## src/rtl/serial_and_engine.sv

```systemverilog
// Bit-serial AND engine: captures two operands, emits their AND one bit per
// cycle LSB first, then presents the assembled parallel result on andout.
module serial_and_engine #(
  parameter int unsigned WIDTH = 16
) (
  input  logic             clk,
  input  logic             rst,
  input  logic             start,
  input  logic [WIDTH-1:0] ina,
  input  logic [WIDTH-1:0] inb,
  output logic             busy,
  output logic             bit_out,
  output logic             bit_valid,
  output logic             done,
  output logic [WIDTH-1:0] andout
);

  localparam int unsigned CW = $clog2(WIDTH);
  localparam logic [CW-1:0] LAST = CW'(WIDTH - 1);

  typedef enum logic {IDLE, RUN} state_t;

  state_t           state;
  logic [WIDTH-1:0] sa;
  logic [WIDTH-1:0] sb;
  logic [WIDTH-1:0] res;
  logic [CW-1:0]    cnt;

  logic             b_c;
  logic [WIDTH-1:0] res_next_c;

  // Current serial bit and the result after it is shifted in at the MSB end.
  assign b_c        = sa[0] & sb[0];
  assign res_next_c = {b_c, res[WIDTH-1:1]};

  always_ff @(posedge clk) begin
    if (rst) begin
      state     <= IDLE;
      busy      <= 1'b0;
      bit_out   <= 1'b0;
      bit_valid <= 1'b0;
      done      <= 1'b0;
      andout    <= '0;
      sa        <= '0;
      sb        <= '0;
      res       <= '0;
      cnt       <= '0;
    end else begin
      case (state)
        IDLE: begin
          done      <= 1'b0;
          bit_valid <= 1'b0;
          if (start) begin
            sa    <= ina;
            sb    <= inb;
            res   <= '0;
            cnt   <= '0;
            state <= RUN;
            busy  <= 1'b1;
          end
        end
        RUN: begin
          sa        <= sa >> 1;
          sb        <= sb >> 1;
          res       <= res_next_c;
          bit_out   <= b_c;
          bit_valid <= 1'b1;
          // Counter stops at LAST so it never wraps inside an operation.
          if (cnt == LAST) begin
            andout <= res_next_c;
            done   <= 1'b1;
            state  <= IDLE;
            busy   <= 1'b0;
          end else begin
            cnt  <= cnt + CW'(1);
            done <= 1'b0;
          end
        end
      endcase
    end
  end

endmodule

```

## config.mk

```make
export PLATFORM = sky130hd
export DESIGN_NAME = serial_and_engine
export DESIGN_NICKNAME = d
export VERILOG_FILES = /design/src/rtl/serial_and_engine.sv
export SDC_FILE = /design/constraint.sdc
export NUM_CORES = 1
export LEC_CHECK = 0
export ABC_AREA = 1
export BUFFER_PORTS_ARGS = -buffer_cell sky130_fd_sc_hd__buf_4
export CORE_MARGIN = 2
export CORE_UTILIZATION = 50
export CTS_BUF_LIST = sky130_fd_sc_hd__clkbuf_2
export CTS_CLUSTER_SIZE = 40
export DETAILED_ROUTE_END_ITERATION = 12
export HOLD_SLACK_MARGIN = 0.15
export PLACE_DENSITY_LB_ADDON = 0.1
export SLEW_MARGIN = 40
export SYNTH_ARGS = -nofsm -noshare
export SYNTH_HDL_FRONTEND = slang
export SYNTH_SLANG_ARGS = --single-unit
```

## constraint.sdc

```tcl
create_clock -name clk -period 1.7 [get_ports clk]
set_input_delay 0 -clock clk [delete_from_list [all_inputs] [get_ports clk]]
set_output_delay 0 -clock clk [all_outputs]
set_load 0.005 [all_outputs]
```

Word level (Yosys, flattened, before mapping)
Cells that the tools add are included.
W data, S select, Z words.
{ "totals": {"elab_cells": 38, "register_bits": 73, "output_inout_bits": 20} }
{ "op_classes": {"n_reduce_logical": 3, "n_addsub": 1, "n_mux": 18, "bitwise": 2, "eq_ne": 4} }
{ "ops": {"columns": ["cell", "n"], "rows": [
  ["$pmux W16 S2", 3],
  ["$mux W16", 3],
  ["$mux W4", 2],
  ["$pmux W1 S2", 4],
  ["$pmux W4 S2", 1],
  ["$reduce_and A2 Y1", 3],
  ["$mux W1", 5],
  ["$add A4 B1 Y4 const B", 1],
  ["$eq A4 B4 Y1 const B", 1],
  ["$ne A2 B2 Y1 const B", 2],
  ["$ne A2 B1 Y1 const B", 1],
  ["$and A1 B1 Y1", 1],
  ["$not A1 Y1", 1]
]} }

Depth between registers and ports, before layout
{ "logic_depth": {"depth_word": 3, "ltp_mapped": 8} }

Worst setup path before layout
OpenSTA, ideal clock, no wires.
{ "synth_timing": {"path_kind": "reg-to-reg", "start": "register cnt[0]", "end": "register andout[0]", "path_buffers": 1, "setup_time_ns": 0.116, "setup_slack_ns": 0.524, "arrival_time_ns": 1.060, "path_stages_with_launch": 6, "synth_period_minus_slack_ns": 1.176, "required_time_ns": 1.584, "cell_sequence": "dfxtp_1 -> ha_1 -> nand4_2 -> buf_2 -> o21ai_0 -> nor2_1"} }
{ "synth_via": {"elab_chain_len": 2} }
{ "synth_lines": {"columns": ["element", "line_no", "text"], "rows": [
  ["from (decl)", "27", "logic [CW-1:0] cnt;"],
  ["from (signal assigned)", "75", "cnt <= cnt + CW'(1);"],
  ["$eq A4 B4 Y1", "69", "if (cnt == LAST) begin"],
  ["$reduce_and A2 Y1 (no source line)", null, null],
  ["to (signal assigned)", "70", "andout <= res_next_c;"],
  ["to (decl)", "15", "output logic [WIDTH-1:0] andout"]
]} }
No other way between the ends.
A chain may end at the register's enable or synchronous reset.

Worst setup path after layout
{ "layout_timing": {"start": "register state", "end": "register sb[15]"} }
{ "layout_via": {"elab_chain_len": 2, "elab_cells_between_ends": 3, "classes_between": "eq/ne: 1; mux: 1; bitwise: 1"} }
{ "layout_lines": {"columns": ["element", "line_no", "text"], "rows": [
  ["from (decl)", "23", "state_t state;"],
  ["from (signal assigned)", "38", "state <= IDLE;"],
  ["from (signal assigned)", "58", "state <= RUN;"],
  ["from (signal assigned)", "72", "state <= IDLE;"],
  ["$not A1 Y1", null, null],
  ["$pmux W16 S2 or $ne A2 B2 Y1 (tied branches)", null, null],
  ["to (signal assigned)", "55", "sb <= inb;"],
  ["to (signal assigned)", "64", "sb <= sb >> 1;"],
  ["to (decl)", "25", "logic [WIDTH-1:0] sb;"]
]} }
Several ways; a longest one is shown, not always the timed one.

==> metrics.md <==
| Metric | Value |
|---|---|
| Worst-Skew Late Latency | 0.48 ns |
| Sequential cell area | 1443 um2 |
| Fin Hold WS | 0.3284 ns |
| Max VDD drop | 478.7 uV |
| Pin slew with the least headroom to its limit | 0.4638 ns |
| Top-area cell type share of the netlist area | 0.4951 |
| Setup TNS | 0 ns |
| Most common cell after layout, fill and taps aside | nand2_1 |
| Yosys warning count | 0 |
| Outcome | finished clean |
| Syn Area/Cell | 7.261 um2 |
| RSZ-0062 raised after global routing | false |
| Layout area overhead | 32.23% |
| Slew margin rel. | 0.6904 |
| Root Driver | clkbuf_2 |
| # nets final | 529 |
| DRT iter0 DRCs | 157 |
| Met3 usage | 0.04157 |
| Pwr/cell area | 758.7 nW/um2 |
| Skew final | 0.02436 ns |
| # IOs | 55 |
| Hold WC Path Type | in -> reg |
| Final Power | 0.002921 W |
| Post-synth net total | 437 |
| # DRC | 0 |
| Ant diodes | 0 |
| Post-synth cell types | 19 |
| Routed vias | 2743 |
| Kind of end point of the critical path | flop |
| Clock sink total | 72 |
| Met2 Use GR | 0.3758 |
| Final wirelength | 6.399 mm |
| Cell taking the most area after synthesis | dfxtp_1 |
| # port buffers | 54 |
| Commonest cells after routing, fill and taps aside | nand2_1 (133), dfxtp_1 (71), buf_4 (62), nor2_1 (49), dlygate4sd3_1 (42) |
| CP max FO | 25 |
| Max Cap Viol | 0 |
| Die Wd | 80.31 um |
| Cell Area, Synth | 2912 um2 |
| H-tree depth | 3 |
| Rows | 27 |
| Area contributors post-synth | dfxtp_1 (50%), nand2_1 (17%), nor2_1 (6.3%) |
| Die area | 6450 um2 |
| Final slew viol count | 0 |
| Final ANT Viol Nets | 0 |
| CORE AREA | 5574 um2 |
| Fillers | 498 |
| Setup violations, final | 0 |
| Clk buf depth | 2 |
| Die H | 80.31 um |
| FF-to-FF path depth | 5 |
| GP Congestion | 0.7742 |
| CTS buffer count | 9 |
| Area of the multi-input gates | 1170 um2 |
| Routing usage on met1 | 0.2611 |
| Required time of the critical path | 2.13 ns |
| Final Cycle Share | 0.9398 |
| Drt via density | 4.821 |
| Vias in the first global route | 2500 |
| Largest net degree at the start of global routing | 31 |
| Post_cts resized | 0 |
| Leakage power | 1.899 nW |
| CTS tree | done |
| CTS clk-pin slew, worst paths | 0.19 ns |
| Initial core utilization | 0.5223 |
| Arrival time at the worst endpoint | 2.03 ns |
| F_max | 0.6259 GHz |
| Share of layout cells above drive strength 1 | 0.1710 |
| Hold Fails Final Rpt | 0 |
| Post-detail-place hpwl | 3.930 mm |
| Register area share after synthesis | 0.4951 |
| CP Launch Type | flop |
| First-pass GRT wire length | 10.93 mm |
| Drt pass-1 iters | 4 |
| Total gr overflow | 0 |
| Wire per inst | 11.25 um |
| GRT Max-Usage Layer | met2 |
| Worst hold stages | 6 |
| Kind of critical path | reg -> reg |
| Antenna violations before repair | 0 |
| Crit path time final | 1.598 ns |
| Global Route Usage Sum | 0.2173 |
| Flops & latches, synth | 72 |
| Cell count after synthesis | 401 |
[through the flow]
| step | worst slack, ns | std cells | cell area, um2 | utilization |
|---|---|---|---|---|
| after floorplan | 0.5239 | 401 | 2912 | - |
| after global placement | 0.4072 | 511 | 3347 | 0.6004 |
| after detailed placement | 0.3693 | 511 | 3347 | 0.6004 |
| after CTS | 0.02325 | 568 | 3842 | 0.6893 |
| after global routing | 0.02630 | 569 | 3850 | 0.6907 |
| final | 0.1024 | 569 | 3850 | 0.6907 |
[cell type report]
type                    count  area share
well taps                  72     0.02340
inverters                  39     0.03802
repair buffers            106      0.2405
clock inverters             5    0.006500
clock buffers              10     0.01300
multi-input cells         265      0.3039
flip-flops and latches     72      0.3747
[power breakdown]
group | total, W | leakage [nW] | switching [W] | internal, W
registers | 0.00178 | 0.586 | 0.0000341 | 0.00174
logic | 0.000394 | 1.26 | 0.000189 | 0.000204
clock network | 0.000749 | 0.0526 | 0.000572 | 0.000177
total | 0.00292 | 1.90 | 0.000796 | 0.00213
[Yosys cell counts, drive strengths merged]
master,count
ha,1
nor2,51
nand4,2
nand3,35
inv,39
a22oi,16
or2,1
nand2,134
clkbuf,6
dfxtp,72
o21ai,16
buf,19
a21oi,9
[kinds of logic after synthesis]
family	after synthesis	share of synthesized area
simple gates	223	0.3133
flops	72	0.4951
buf+inv	64	0.1031
compound gates	41	0.08423
fa+ha+maj	1	0.004297
[per-layer routing]
layer	part of all wire	wire length, um
met2	0.49	3117
met1	0.45	2908
met5	0	0
met4	0.014	91
met3	0.044	281
[critical path: stages (launching register included)]
cell and delay (ns):
dfxtp_2 0.43, nor2_4 0.20, buf_12 0.19, nand2_1 0.05
dlygate4sd3_1 0.55, a21oi_1 0.11
[what timing repair did]
item / 4_1_cts / 5_1_grt
hold buffers: 42 / 0
setup buffers: 0 / 1
endpoints found under the hold margin: 55 / 0
endpoints found under the setup margin: 0 / 1
[sequential cells by signal, summed over array words and instances, names as in the netlist, 4 cells and up]
signal / flops
andout: 16
sa: 16
sb: 16
res: 15
cnt: 4
[path summary, 6_finish.rpt]
check                   endpoint              start  slack [ns]
max          sb[15]$_SDFFE_PP0P_   state$_SDFF_PP0_        0.10
min           sb[4]$_SDFFE_PP0P_             inb[4]        0.33
max reg2reg  sb[15]$_SDFFE_PP0P_   state$_SDFF_PP0_        0.10
min reg2reg    busy$_SDFFE_PP0P_  busy$_SDFFE_PP0P_        0.48
Power figures use the tool's default switching activity.
